File: src/rtl/alu_mul_seq_pkg.sv
// alu_mul_seq_pkg: shared ALU opcodes, comparison types and multiplier FSM states
package alu_mul_seq_pkg;
  localparam logic [3:0] ALU_NOP = 4'h0;
  localparam logic [3:0] ALU_ADD = 4'h1;
  localparam logic [3:0] ALU_SHR = 4'h7;
  localparam logic [1:0] CMP_EQ = 2'b00;
  typedef enum logic [2:0] {IDLE, ADD, SHR_HI, SHR_LO, DONE} mul_state_t;
endpackage

File: src/rtl/alu_mul_seq_if.sv
// alu_mul_seq_if: multiply request/result bus plus the pins to the dedicated ALU
interface alu_mul_seq_if;
  logic       start;
  logic [7:0] op_a;
  logic [7:0] op_b;
  logic       busy;
  logic       done;
  logic [7:0] prod_hi;
  logic [7:0] prod_lo;
  logic [7:0] alu_in_a;
  logic [7:0] alu_in_b;
  logic [3:0] alu_op;
  logic       alu_carry_in;
  logic [1:0] alu_cmp_type;
  logic [7:0] alu_result;
  logic       alu_carry;
  modport slave (
    input  start, op_a, op_b, alu_result, alu_carry,
    output busy, done, prod_hi, prod_lo, alu_in_a, alu_in_b, alu_op, alu_carry_in, alu_cmp_type
  );
  modport master (
    output start, op_a, op_b, alu_result, alu_carry,
    input  busy, done, prod_hi, prod_lo, alu_in_a, alu_in_b, alu_op, alu_carry_in, alu_cmp_type
  );
endinterface

File: src/rtl/alu_mul_seq.sv
// alu_mul_seq: 8x8 unsigned shift-add multiplier sequencing an external ALU
module alu_mul_seq
  import alu_mul_seq_pkg::*;
#(
  parameter int N_ITER = 8
) (
  input logic          i_clk,
  input logic          i_rst,
  alu_mul_seq_if.slave bus
);
  mul_state_t r_state;
  logic [7:0] r_m, r_hi, r_lo, r_prod_hi, r_prod_lo;
  logic       r_c, r_busy, r_done;
  logic [2:0] r_cnt;
  logic       w_shr;
  assign w_shr = r_state == SHR_HI || r_state == SHR_LO;
  // C carries the add's 9th bit into the Hi shift, then Hi's LSB into the Lo shift
  assign bus.alu_op       = r_state == ADD ? ALU_ADD : w_shr ? ALU_SHR : ALU_NOP;
  assign bus.alu_in_a     = (r_state == ADD || r_state == SHR_HI) ? r_hi : r_state == SHR_LO ? r_lo : 8'h00;
  assign bus.alu_in_b     = (r_state == ADD && r_lo[0]) ? r_m : 8'h00;
  assign bus.alu_carry_in = w_shr ? r_c : 1'b0;
  assign bus.alu_cmp_type = CMP_EQ;
  assign bus.busy         = r_busy;
  assign bus.done         = r_done;
  assign bus.prod_hi      = r_prod_hi;
  assign bus.prod_lo      = r_prod_lo;
  always_ff @(posedge i_clk) begin
    if (i_rst) begin
      r_state   <= IDLE;
      r_m       <= '0;
      r_hi      <= '0;
      r_lo      <= '0;
      r_c       <= 1'b0;
      r_cnt     <= '0;
      r_busy    <= 1'b0;
      r_done    <= 1'b0;
      r_prod_hi <= '0;
      r_prod_lo <= '0;
    end else begin
      case (r_state)
        IDLE: if (bus.start) begin
          r_m     <= bus.op_a;
          r_hi    <= '0;
          r_lo    <= bus.op_b;
          r_c     <= 1'b0;
          r_cnt   <= '0;
          r_busy  <= 1'b1;
          r_state <= ADD;
        end
        ADD: begin
          r_hi    <= bus.alu_result;
          r_c     <= bus.alu_carry;
          r_state <= SHR_HI;
        end
        SHR_HI: begin
          r_hi    <= bus.alu_result;
          r_c     <= bus.alu_carry;
          r_state <= SHR_LO;
        end
        SHR_LO: begin
          r_lo <= bus.alu_result;
          r_c  <= 1'b0;
          if (r_cnt == 3'(N_ITER - 1)) begin
            r_busy  <= 1'b0;
            r_done  <= 1'b1;
            r_state <= DONE;
          end else begin
            r_cnt   <= r_cnt + 3'd1;
            r_state <= ADD;
          end
        end
        DONE: begin
          r_prod_hi <= r_hi;
          r_prod_lo <= r_lo;
          r_done    <= 1'b0;
          r_state   <= IDLE;
        end
        default: r_state <= IDLE;
      endcase
    end
  end
endmodule

File: src/flat_wrapper.sv
// flat-port wrapper written by rule: the top's interface ports become plain ports
module alu_mul_seq_flat import alu_mul_seq_pkg::*;
#(
  parameter int N_ITER = 8
)
  (i_clk, i_rst, bus_start, bus_op_a, bus_op_b, bus_alu_result, bus_alu_carry, bus_busy, bus_done, bus_prod_hi, bus_prod_lo, bus_alu_in_a, bus_alu_in_b, bus_alu_op, bus_alu_carry_in, bus_alu_cmp_type);
  alu_mul_seq_if bus_i ();
  input logic i_clk;
  input logic i_rst;
  input wire logic [$bits(bus_i.start)-1:0] bus_start;
  input wire logic [$bits(bus_i.op_a)-1:0] bus_op_a;
  input wire logic [$bits(bus_i.op_b)-1:0] bus_op_b;
  input wire logic [$bits(bus_i.alu_result)-1:0] bus_alu_result;
  input wire logic [$bits(bus_i.alu_carry)-1:0] bus_alu_carry;
  output wire logic [$bits(bus_i.busy)-1:0] bus_busy;
  output wire logic [$bits(bus_i.done)-1:0] bus_done;
  output wire logic [$bits(bus_i.prod_hi)-1:0] bus_prod_hi;
  output wire logic [$bits(bus_i.prod_lo)-1:0] bus_prod_lo;
  output wire logic [$bits(bus_i.alu_in_a)-1:0] bus_alu_in_a;
  output wire logic [$bits(bus_i.alu_in_b)-1:0] bus_alu_in_b;
  output wire logic [$bits(bus_i.alu_op)-1:0] bus_alu_op;
  output wire logic [$bits(bus_i.alu_carry_in)-1:0] bus_alu_carry_in;
  output wire logic [$bits(bus_i.alu_cmp_type)-1:0] bus_alu_cmp_type;
  assign bus_i.start = bus_start;
  assign bus_i.op_a = bus_op_a;
  assign bus_i.op_b = bus_op_b;
  assign bus_i.alu_result = bus_alu_result;
  assign bus_i.alu_carry = bus_alu_carry;
  assign bus_busy = bus_i.busy;
  assign bus_done = bus_i.done;
  assign bus_prod_hi = bus_i.prod_hi;
  assign bus_prod_lo = bus_i.prod_lo;
  assign bus_alu_in_a = bus_i.alu_in_a;
  assign bus_alu_in_b = bus_i.alu_in_b;
  assign bus_alu_op = bus_i.alu_op;
  assign bus_alu_carry_in = bus_i.alu_carry_in;
  assign bus_alu_cmp_type = bus_i.alu_cmp_type;
  alu_mul_seq #(.N_ITER(N_ITER)) u_core (.i_clk(i_clk), .i_rst(i_rst), .bus(bus_i));
endmodule
File: config.mk
export PLATFORM = sky130hd
export DESIGN_NAME = alu_mul_seq_flat
export DESIGN_NICKNAME = d
export VERILOG_FILES = /design/src/rtl/alu_mul_seq_pkg.sv /design/src/rtl/alu_mul_seq_if.sv /design/src/rtl/alu_mul_seq.sv /design/src/flat_wrapper.sv
export SDC_FILE = /design/constraint.sdc
export NUM_CORES = 1
export LEC_CHECK = 0
export ABC_AREA = 1
export BUFFER_PORTS_ARGS = -buffer_cell sky130_fd_sc_hd__buf_2
export CORE_ASPECT_RATIO = 0.5
export CORE_MARGIN = 5
export CORE_UTILIZATION = 53
export DETAILED_ROUTE_END_ITERATION = 16
export GPL_ROUTABILITY_DRIVEN = 0
export PLACE_DENSITY_LB_ADDON = 0.1
export SLEW_MARGIN = 20
export SYNTH_ARGS = -nofsm -noshare
export SYNTH_HDL_FRONTEND = slang
export SYNTH_SLANG_ARGS = --single-unit
File: constraint.sdc
create_clock -name i_clk -period 1.8 [get_ports i_clk]
set_input_delay 0.36 -clock i_clk [delete_from_list [all_inputs] [get_ports i_clk]]
set_output_delay 0.36 -clock i_clk [all_outputs]
set_load 0.05 [all_outputs]
Yosys cells after proc, flatten, opt, wreduce, memory -nomap -nowiden
Cells that the tools add are included.
{ "classes": {"n_addsub": 1, "muxes": 23, "n_eq_ne": 8, "n_reduce_logical": 16} }
{ "op_table": {"columns": ["cell", "n"], "rows": [
  ["$mux W8", 5],
  ["$pmux W8 S2", 2],
  ["$mux W3", 5],
  ["$pmux W3 S4", 1],
  ["$reduce_and A2 Y1", 5],
  ["$eq A3 B2 Y1 const B", 2],
  ["$eq A3 B3 Y1 const B", 2],
  ["$ne A2 B2 Y1 const B", 3],
  ["$pmux W3 S2", 1],
  ["$reduce_and A3 Y1", 2],
  ["$reduce_bool A2 Y1", 3],
  ["$mux W1", 5],
  ["$mux W4", 1],
  ["$pmux W1 S2", 2],
  ["$add A3 B1 Y3 const B", 1],
  ["$eq A3 B1 Y1 const B", 1],
  ["$logic_not A3 Y1", 1],
  ["$pmux W1 S3", 1],
  ["$reduce_bool A3 Y1", 1],
  ["$logic_or A1 B1 Y1", 2],
  ["$reduce_or A2 Y1", 1],
  ["$logic_and A1 B1 Y1", 1]
]} }
{ "totals": {"register_bits": 49, "output_inout_bits": 41, "elab_cells": 58, "inputBits": 28} }

Depth between registers and ports, before layout
Gate-level depths: netlist (run 1).
{ "logic_depth": {"depth_word": 4, "ltp_mapped": 8, "mapped_depth_nobuf": 8} }

Least setup slack after synthesis (run 1)
Ideal clock, no wire load.
{ "synth_timing": {"path_type": "register -> output", "startpoint": "reg u_core.r_state[0]", "endpoint": "out bus_alu_in_a[0]", "setup_slack_ps": -506, "stages_incl_launch_ff": 7, "t_arrival_ps": 1946, "t_required_ps": 1440, "n_path_buf": 0, "cell_sequence": "dfxtp_1 -> nor2_2 -> nor2_1 -> nand2_1 -> inv_4 -> nand2_1 -> nand2_1"} }
{ "synth_between": {"elab_chain_len": 3, "word_cells_on_any_way": 6, "cone_classes": "eq/ne (3); mux (2); reduce/logical (1)"} }
{ "synth_lines": {"columns": ["element", "line", "rtl"], "rows": [
  ["start, declared", "alu_mul_seq.sv:11", "mul_state_t r_state;"],
  ["start signal, assigned", "alu_mul_seq.sv:29", "r_state <= IDLE;"],
  ["start signal, assigned", "alu_mul_seq.sv:48", "r_state <= ADD;"],
  ["start signal, assigned", "alu_mul_seq.sv:53", "r_state <= SHR_HI;"],
  ["$eq A3 B2 Y1 / $eq A3 B1 Y1 (equally long branches)", "alu_mul_seq.sv:19", "assign bus.alu_in_a = (r_state == ADD || r_state == SHR_HI) ? r_hi : r_state == SHR_LO ? r_lo : 8'h00;"],
  ["$mux W8 / $logic_or A1 B1 Y1 (equally long branches)", "alu_mul_seq.sv:19", null],
  ["$mux W8 *", "alu_mul_seq.sv:19", null],
  ["end, declared", "flat_wrapper.sv:19", "output wire logic [$bits(bus_i.alu_in_a)-1:0] bus_alu_in_a;"]
]} }
Mark *: on every way between the ends. The rest lies on a longest branch, timed or not.

Worst setup path after layout (run 1)
{ "layout_timing": {"startpoint": "reg u_core.r_state[1]", "endpoint": "out bus_alu_in_a[0]"} }
Same word-level chain as after synthesis.

==> results of run 1 <==
==> flip-flops by register name (all words and copies together) (netlist names) <==
signal and flops:
u_core.r_hi 8, u_core.bus.prod_lo 8, u_core.bus.prod_hi 8, u_core.r_cnt 3, u_core.r_lo 8, u_core.bus.done 1
u_core.r_m 8, u_core.bus.busy 1, u_core.r_c 1, u_core.r_state 3
==> power by group through the flow <==
stage | Clock (mW) | Sequential (mW) | Combinational, mW
detailed placement | 0 | 1.24 | 0.479
finish | 0.627 | 1.22 | 0.556
global placement | 0 | 1.24 | 0.470
floorplan | 0 | 1.24 | 0.362
CTS | 0.643 | 1.22 | 0.503
global route | 0.697 | 1.23 | 0.606
==> cells in the final DEF, fill, tap and decap left out <==
| cell | synthesis | routed |
|---|---|---|
| a21oi_1 | 19 | 19 |
| and3_1 | 1 | 1 |
| buf_12 | 0 | 1 |
| buf_2 | 4 | 49 |
| buf_4 | 4 | 18 |
| buf_6 | 1 | 13 |
| clkbuf_1 | 4 | 1 |
| clkbuf_8 | 0 | 5 |
| clkinv_1 | 1 | 1 |
| clkinv_2 | 0 | 2 |
| clkinvlp_4 | 0 | 1 |
| conb_1 | 1 | 3 |
| dfxtp_1 | 49 | 46 |
| dfxtp_2 | 0 | 1 |
| dfxtp_4 | 0 | 2 |
| ha_1 | 2 | 2 |
| inv_1 | 22 | 22 |
| inv_2 | 4 | 4 |
| inv_4 | 1 | 1 |
| nand2_1 | 44 | 43 |
| nand2_2 | 4 | 4 |
| nand2_4 | 1 | 2 |
| nand3_1 | 3 | 3 |
| nand3_2 | 1 | 1 |
| nand4_1 | 1 | 1 |
| nor2_1 | 66 | 64 |
| nor2_2 | 1 | 1 |
| nor2_4 | 2 | 4 |
| nor3_1 | 1 | 1 |
| nor3_2 | 1 | 1 |
| o21a_1 | 1 | 1 |
| o21ai_0 | 33 | 33 |
| o22ai_1 | 7 | 7 |
==> metal layers <==
metal | GRT usage | vias to the layer above
met5 | 0 | -
met4 | 0.0276 | 0
met3 | 0.0712 | 5
met2 | 0.359 | 79
met1 | 0.246 | 936
li1 | - | 1032
==> worst min-delay path, cell delays in order <==
cell and delay, ns:
buf_2 0.08, nand2_1 0.05, nand2_1 0.04
==> final cells by class <==
class                      instances  share of cell area
inverter                          28              0.0399
clock buffer                       6              0.0269
tap                               51              0.0236
timing repair buffer              81               0.203
multi-input combinational        191               0.334
sequential                        49               0.367
clock inverter                     2             0.00371
timing repair inverter             1             0.00278
==> how the worst min path moves through the flow <==
stage | start | end | cells past startpoint
6_report | bus_alu_carry | u_core.r_c | 3
2_1_floorplan | u_core.r_m[0] | u_core.r_m[0] | 2
3_3_place_gp | u_core.r_m[4] | u_core.r_m[4] | 2
5_1_grt | bus_alu_carry | u_core.r_c | 3
3_5_place_dp | u_core.r_m[2] | u_core.r_m[2] | 2
4_1_cts | bus_alu_carry | u_core.r_c | 3
==> metrics by stage <==
stage | hold WS, ns | instance area, µm² | TNS (ns)
final | 0.259 | 2700 | 0
after global routing | 0.255 | 2700 | -0.188
after CTS | 0.251 | 2580 | 0
after detailed placement | 0.447 | 2430 | 0
after global placement | 0.437 | 2430 | 0
after floorplan | 0.430 | 2060 | 0
==> what timing repair did <==
| item | 4_1_cts | 5_1_grt |
|---|---|---|
| gates cloned | 0 | 1 |
| pin swaps | 2 | 3 |
| setup endpoints to repair | 16 | 16 |
| endpoints found under the hold margin | 0 | 0 |
| buffers inserted | 2 | 6 |
| resized for setup | 18 | 23 |
==> cell families (layout without fill, tap and decap cells) <==
family / after synthesis / in the layout / synth area share
AOI/OAI and AO/OA: 60 / 60 / 0.153
adders and majority gates: 2 / 2 / 0.0123
buffers and inverters: 42 / 118 / 0.0926
DFF: 49 / 49 / 0.481
other: 1 / 3 / 0.00184
and+or+nand+nor: 126 / 126 / 0.260
==> run_results.csv, run 1 <==
group,metric,value,unit
power_and_ir_drop,switching_share,0.323,
setup_path,critPathKind,"flop to primary output",
grt,grt_pass1_vias,1817,
cts,cts_sinks,49,
detailed_routing,drt-met1-wl,2440,µm
flow_run,cap_violations,0,
setup_path,r2r_cells,10,
floorplan,io_pins,69,
finish,fill_cells,271,
synthesis,synth_warnings,0,
grt,grt-ovfl-total,0,
cts,cts_tree,"built",
power_and_ir_drop,pwr-share-clk,0.261,
status,status,"finished, final reports clean",
synthesis,syn-cell-area,2040,µm²
grt,antenna_found_initial,0,
grt,grt_pass1_wl,8330,µm
place,io_buffers,65,
finish,seqCellArea,990,µm²
setup_path,startpoint_type,"flop",
setup_path,crit_path_max_fanout,5,
detailed_routing,vias_per_cell,5.02,
cts,cts_hold_buf,0,
sta,max_freq,566,MHz
setup_path,reg2reg_setup_slack,0.25,ns
sta,setup_violations,0,
detailed_routing,wl_met2,2440,µm
floorplan,initial_utilization,0.572,
cts,cts_max_level,2,
power_and_ir_drop,p_sw,776,µW
detailed_routing,drc_errors,0,
floorplan,core_area,3570,µm²
synthesis,synth_top_area_cell,"dfxtp_1",
power_and_ir_drop,fin_total_pwr,2.40,mW
power_and_ir_drop,comb_power_share,0.231,
synthesis,ys_seq_area_frac,0.481,
place,dp_hpwl,3660,µm
worst_hold_path,min_path_type,"input pin to flop",
sta,skew,0.00977,ns
finish,multi_input_area,901,µm²
finish,instances_no_fill,409,
sta,setup_ws,0.0335,ns
sta,finalCritPeriodShare,0.981,
finish,fin_nets,387,
grt,grt_use_total,0.201,
cts,clockRootBuffer,"clkbuf_8",
synthesis,synth_top_area_share,0.481,
detailed_routing,route.met3.wl,441,µm
synthesis,syn_inst,280,
setup_path,critical_path.top_delay_family,"simple AND/OR/NAND/NOR gates",
setup_path,worst_r2r_endpoint,"u_core.r_cnt[2]",
setup_path,critPathBufInv,2,
sta,finalHoldViolations,0,
finish,area_delta_synth_final,32.3,%
detailed_routing,detail-route-antenna-nets,0,
setup_path,cpPeakStageDelay,0.37,ns
floorplan,dieArea,5270,µm²
detailed_routing,maxUsedRoutingLayer,"met4",
power_and_ir_drop,power_density,891,nW/µm²
detailed_routing,wl_per_cell,13.1,µm
sta,min_period,1.77,ns
synthesis,synthTopCellsByArea,"dfxtp_1 48%, nor2_1 12%, nand2_1 8.1%, o21ai_0 8.1%, a21oi_1 4.7%",
detailed_routing,vias,2052,
sta,rsz0062_at_grt,"true",
setup_path,cp.depth,7,
finish,drive_above_1_share,0.307,
setup_path,critical_path.reg2reg.startpoint,"u_core.r_state[0]",
sta,slew_violations,0,
detailed_routing,dr.pass1.iters,4,
grt,grt_max_degree,18,
power_and_ir_drop,leakagePower,1.38,nW
finish,antenna_cells,0,
setup_path,path_cells,"nor2_4 > nor2_4 > nand2_4 > clkinvlp_4 > nand2_1 > nand2_1 > buf_6",
synthesis,async_flop_share,0,
setup_path,crit_end,"bus_alu_in_a[0]",
floorplan,rows,15,
setup_path,crit_path_end_kind,"primary output",
setup_path,cpMaxStageDelayCell,"dfxtp_4",
synthesis,synth_cell_types,28,
synthesis,synth.most_common_cell,"nor2_1",
floorplan,die_h,53.9,µm
cts,clk_latency,0.30,ns
floorplan,die_w,97.8,µm
synthesis,ys_ff_latch,49,
power_and_ir_drop,vdd_drop_max,486,µV
cts,path_clk_slew,0.08,ns
synthesis,netlist_top_cells_count,"66 x nor2_1, 49 x dfxtp_1, 44 x nand2_1",
power_and_ir_drop,p_int,1.63,mW
power_and_ir_drop,p_seq_frac,0.508,
synthesis,syn_area_per_cell,7.29,µm²
setup_path,critPathRequiredTime,1.44,ns
setup_path,crit_path_start,"u_core.r_state[1]",
synthesis,synth_flop_cell,"dfxtp_1",
synthesis,synth_edf_count,0,
place,place_ws,0.161,ns
cts,cts_buffers,5,
setup_path,arrival,1.41,ns
detailed_routing,routed_wl,5350,µm
place,place_inst,392,
finish,final_util,0.757,
cts,cts_max_path_buffers,2,
detailed_routing,drt-initial-drc-count,83,
Note: power is estimated with default switching activity, not from simulation.
==> inputs of run 2 (changes only) <==
--- a/config.mk
+++ b/config.mk
@@ -9,7 +9,7 @@
 export BUFFER_PORTS_ARGS = -buffer_cell sky130_fd_sc_hd__buf_2
 export CORE_ASPECT_RATIO = 0.5
 export CORE_MARGIN = 5
-export CORE_UTILIZATION = 53
+export CORE_UTILIZATION = 30
 export DETAILED_ROUTE_END_ITERATION = 16
 export GPL_ROUTABILITY_DRIVEN = 0
 export PLACE_DENSITY_LB_ADDON = 0.1
==> run 2 against run 1 <==
Against the previous run: wire length rose by 8.1%; critical endpoint is now bus_alu_in_a[1]; combinational power is 4.3% higher; sequential share of layout area decreased by 2.1 points; clock skew shrank 0.0059 ns; sequential power about the same; via count fell by 4.0%; first-iteration DRC count up 19%.
==> run_results.csv, run 2 (synthesis results as in run 1) <==
group,metric,value,unit
place,dp_hpwl,4100,µm
cts,cts_max_path_buffers,2,
grt,grt_max_degree,35,
floorplan,core_area,6650,µm²
grt,grt_use_total,0.135,
setup_path,worst_r2r_endpoint,"u_core.r_cnt[1]",
sta,setup_ws,0.0258,ns
detailed_routing,drt-initial-drc-count,99,
grt,antenna_found_initial,0,
setup_path,arrival,1.41,ns
sta,skew,0.00385,ns
place,dpl_cell_area,2510,µm²
detailed_routing,wl_per_cell,12.8,µm
place,place_ws,0.197,ns
detailed_routing,dr.pass1.iters,4,
setup_path,critical_path.reg2reg.startpoint,"u_core.r_state[1]",
setup_path,reg2reg_setup_slack,0.25,ns
power_and_ir_drop,leakagePower,1.42,nW
setup_path,r2r_cells,9,
floorplan,die_w,127,µm
power_and_ir_drop,power_density,1010,nW/µm²
place,io_buffers,65,
finish,fin_nets,388,
grt,grt_pass1_wl,8970,µm
finish,area_delta_synth_final,40.6,%
floorplan,rows,21,
finish,stdcell_area,2870,µm²
floorplan,die_h,68.3,µm
finish,final_cell_mix,"62 x nor2_1, 49 x buf_2, 46 x dfxtp_1",
cts,path_clk_slew,0.06,ns
status,status,"finished, final reports clean",
power_and_ir_drop,fin_total_pwr,2.88,mW
cts,cts_sinks,49,
setup_path,critPathRequiredTime,1.44,ns
finish,antenna_cells,0,
sta,finalCritPeriodShare,0.986,
cts,cts_max_level,2,
cts,cts_buffers,5,
flow_run,cap_violations,0,
floorplan,initial_utilization,0.307,
sta,finalHoldViolations,0,
finish,layout_commonest_cell,"nor2_1",
worst_hold_path,min_path_type,"input pin to flop",
detailed_routing,routed_wl,5780,µm
detailed_routing,vias_per_cell,4.37,
grt,grt_pass1_vias,1815,
finish,fill_cells,687,
sta,min_period,1.77,ns
detailed_routing,drc_errors,0,
sta,rsz0062_at_grt,"true",
finish,drive_above_1_share,0.323,
detailed_routing,vias,1969,
setup_path,crit_path_end_kind,"primary output",
setup_path,startpoint_type,"flop",
detailed_routing,detail-route-antenna-nets,0,
worst_hold_path,hold_end,"u_core.r_c",
setup_path,critPathKind,"flop to primary output",
worst_hold_path,hold_depth,3,
cts,cts_tree,"built",
sta,max_freq,564,MHz
power_and_ir_drop,vdd_drop_max,356,µV
worst_hold_path,hp-start,"bus_alu_carry",
cts,clockRootBuffer,"clkbuf_16",
grt,grt-ovfl-total,0,
cts,clk_latency,0.29,ns
floorplan,io_pins,69,
sta,slew_violations,0,
floorplan,dieArea,8650,µm²
setup_path,crit_path_max_fanout,5,
sta,setup_violations,0,
cts,cts_hold_buf,0,
## run 2: cell types whose count changed in the layout (fill, tap and decap cells not counted), moves of 3 or more
cell,before,now
clkbuf_16,0,5
clkbuf_8,5,1
nand2_2,4,7
buf_6,13,10
nand2_1,43,40
## run 2: area by class of cell
class                   instances  area [µm²]  area share
flip-flops and latches         49         992       0.346
multi-input cells             191         913       0.318
repair buffers                 82         558       0.195
clock buffers                   7         143      0.0497
well taps                      92         115      0.0401
inverters                      28         110      0.0384
clock inverters                 1        30.0      0.0105
repair inverters                1        7.51     0.00262
## run 2: worst max-delay path, cell delays in order, from the launching register on
cell and delay [ns]:
dfxtp_4 0.36, nor2_4 0.14, nor2_4 0.06, nand2_4 0.10, clkinvlp_4 0.16, nand2_2 0.10
nand2_2 0.05, buf_8 0.14
## run 2: repair_timing
| item | 4_1_cts | 5_1_grt |
|---|---|---|
| setup endpoints to repair | 16 | 15 |
| gates resized for setup | 22 | 23 |
| gates cloned | 1 | 0 |
| setup buffers | 2 | 4 |
| pin swaps | 0 | 5 |
## run 2: stage by stage
step	setup TNS, ns	utilization	instances	hold WS (ns)
5_1_grt	-0.324	0.432	451	0.288
4_1_cts	0	0.416	447	0.266
3_5_place_dp	0	0.378	436	0.443
2_1_floorplan	0	-	282	0.430
6_report	0	0.432	451	0.268
3_3_place_gp	0	0.378	436	0.438
## run 2: worst max path at each step
stage               cells past startpoint         endpoint  slack (ns)         startpoint
detailed placement                      8   u_core.r_lo[1]        0.20  u_core.r_state[2]
global placement                        8   u_core.r_lo[1]        0.21  u_core.r_state[2]
CTS                                     6  bus_alu_in_a[6]       0.008  u_core.r_state[1]
finish                                  7  bus_alu_in_a[1]        0.03  u_core.r_state[1]
floorplan                               3  bus_alu_in_b[0]       0.004  u_core.r_state[2]
global route                            7  bus_alu_in_a[1]       -0.07  u_core.r_state[1]
## run 2: metal layers
layer  global-route usage  share of wire  vias to the layer above
li1                     -              -                     1034
met1                0.172           0.47                      890
met2                0.221           0.46                       41
met3               0.0475          0.061                        4
met4               0.0321         0.0057                        0
met5                    0              0                        -
## run 2: where the power goes
group,switching (mW),internal (mW)
registers,0.0544,1.17
logic,0.372,0.208
clock network,0.391,0.694
total,0.818,2.07
==> inputs of run 3 (changes only) <==
==> constraint.sdc (replaced) <==
create_clock -name i_clk -period 1.93 [get_ports i_clk]
set_input_delay 0.386 -clock i_clk [delete_from_list [all_inputs] [get_ports i_clk]]
set_output_delay 0.386 -clock i_clk [all_outputs]
set_load 0.05 [all_outputs]
==> run 3 against run 2 <==
Against the previous run: clock skew up 0.0029 ns; sequential share of layout area up 2.2 points; register-to-register slack better by 0.16 ns; largest cell class unchanged; clock-buffer cell count unchanged; critical path type unchanged; first-iteration DRC count down 9.1%; largest power group unchanged; non-clock buffer count down 10.
==> run_results.csv, run 3 (synthesis results as in run 1) <==
group,metric,value,unit
status,status,"finished, final reports clean",
detailed_routing,drt-initial-drc-count,90,
finish,final_cell_mix,"65 x nor2_1, 57 x buf_2, 47 x dfxtp_1",
flow_run,cap_violations,0,
cts,cts_buffers,5,
setup_path,critPathRequiredTime,1.54,ns
place,dp_hpwl,4150,µm
detailed_routing,dr.pass1.iters,4,
detailed_routing,detail-route-antenna-nets,0,
grt,grt_max_degree,27,
finish,fill_cells,697,
cts,cts_max_level,2,
power_and_ir_drop,p_seq_frac,0.433,
floorplan,core_area,6650,µm²
setup_path,reg2reg_setup_slack,0.41,ns
cts,cts_sinks,49,
finish,antenna_cells,0,
setup_path,startpoint_type,"flop",
sta,finalCritPeriodShare,0.952,
grt,grt-ovfl-total,0,
cts,cts_max_path_buffers,2,
sta,slew_violations,0,
place,io_buffers,65,
floorplan,io_pins,69,
finish,area_delta_synth_final,31.0,%
sta,skew,0.00676,ns
power_and_ir_drop,switching_share,0.287,
sta,tns,0,ns
setup_path,crit_path_max_fanout,8,
power_and_ir_drop,vdd_drop_max,398,µV
finish,drive_above_1_share,0.282,
grt,grt_pass1_vias,1865,
finish,final_util,0.402,
worst_hold_path,min_path_type,"input pin to flop",
floorplan,die_h,68.3,µm
setup_path,worst_r2r_endpoint,"u_core.r_cnt[2]",
cts,clk_latency,0.29,ns
cts,cts_hold_buf,0,
power_and_ir_drop,p_int,1.87,mW
setup_path,r2r_cells,7,
cts,path_clk_slew,0.07,ns
setup_path,crit_path_start,"u_core.r_state[2]",
sta,min_period,1.84,ns
floorplan,dieArea,8650,µm²
setup_path,critical_path.reg2reg.startpoint,"u_core.r_state[2]",
cts,clockRootBuffer,"clkbuf_16",
cts,cts_tree,"built",
detailed_routing,wl_per_cell,13.1,µm
sta,max_freq,544,MHz
detailed_routing,vias_per_cell,4.44,
power_and_ir_drop,comb_power_share,0.176,
sta,setup_violations,0,
grt,grt_pass1_wl,9150,µm
setup_path,path_cells,"inv_2 > nand4_1 > buf_4 > nor2_1 > buf_2",
sta,rsz0062_at_grt,"false",
finish,fin_nets,377,
setup_path,arrival,1.45,ns
detailed_routing,routed_wl,5780,µm
floorplan,die_w,127,µm
power_and_ir_drop,leakagePower,1.36,nW
setup_path,critPathKind,"flop to primary output",
detailed_routing,drc_errors,0,
setup_path,crit_end,"bus_alu_in_b[5]",
sta,finalHoldViolations,0,
power_and_ir_drop,p_sw,755,µW
setup_path,crit_path_end_kind,"primary output",
finish,layout_commonest_cell,"nor2_1",
power_and_ir_drop,power_density,983,nW/µm²
power_and_ir_drop,pwr-share-clk,0.391,
floorplan,rows,21,
setup_path,cpMaxStageDelayCell,"dfxtp_1",
setup_path,cpPeakStageDelay,0.38,ns
floorplan,initial_utilization,0.307,
detailed_routing,vias,1953,
grt,grt_use_total,0.135,
grt,antenna_found_initial,0,
-- run 3: area by class of cell --
cell class / instances / area [µm²] / area share
clock buffer: 7 / 143 / 0.0534
inverter: 28 / 110 / 0.0412
clock inverter: 1 / 30.0 / 0.0112
timing repair buffer: 72 / 398 / 0.149
tap: 92 / 115 / 0.0431
multi-input combinational: 191 / 893 / 0.334
sequential: 49 / 983 / 0.368
-- run 3: worst min path at each step --
stage	start	end	slack, ns	depth (start not counted)
after detailed placement	u_core.r_m[3]	u_core.r_m[3]	0.45	2
after global placement	u_core.r_m[1]	u_core.r_m[1]	0.44	2
after global routing	bus_alu_carry	u_core.r_c	0.33	3
after floorplan	u_core.r_m[0]	u_core.r_m[0]	0.43	2
after CTS	bus_alu_carry	u_core.r_c	0.31	3
final	bus_alu_carry	u_core.r_c	0.31	3
-- run 3: metrics by stage --
step	cell area [µm²]	power [mW]	cells	hold slack, ns	worst slack [ns]
after floorplan	2060	1.49	282	0.430	0.0909
after global placement	2460	1.60	431	0.442	0.241
after detailed placement	2460	1.61	431	0.445	0.175
after CTS	2660	2.64	440	0.313	0.00199
after global routing	2670	2.74	440	0.334	0.0225
final	2670	2.63	440	0.312	0.0932
-- run 3: timing repair --
action                                  4_1_cts  5_1_grt
setup buffers                                 1        0
hold endpoints to repair                      0        0
endpoints found under the setup margin       15        8
pin swaps                                     1        0
resized for setup                             7        6
-- run 3: power by group through the flow --
stage               clock network, mW  logic [mW]  registers (mW)
finish                           1.03       0.464            1.14
global route                     1.08       0.515            1.15
CTS                              1.04       0.463            1.13
detailed placement                  0       0.453            1.16
global placement                    0       0.445            1.15
floorplan                           0       0.336            1.15
-- run 3: critical path, delay by kind of cell, from the launching register on --
kind,cells,cell delay [ns]
buf+inv,3,0.59
simple gates,2,0.18
flops,1,0.38
-- run 3: routing by layer --
layer  share of wire  GRT usage  up-vias
li1                -          -     1020
met1            0.50      0.180      884
met2            0.45      0.222       45
met3           0.047     0.0390        4
met4          0.0045     0.0281        0
met5               0          0        -
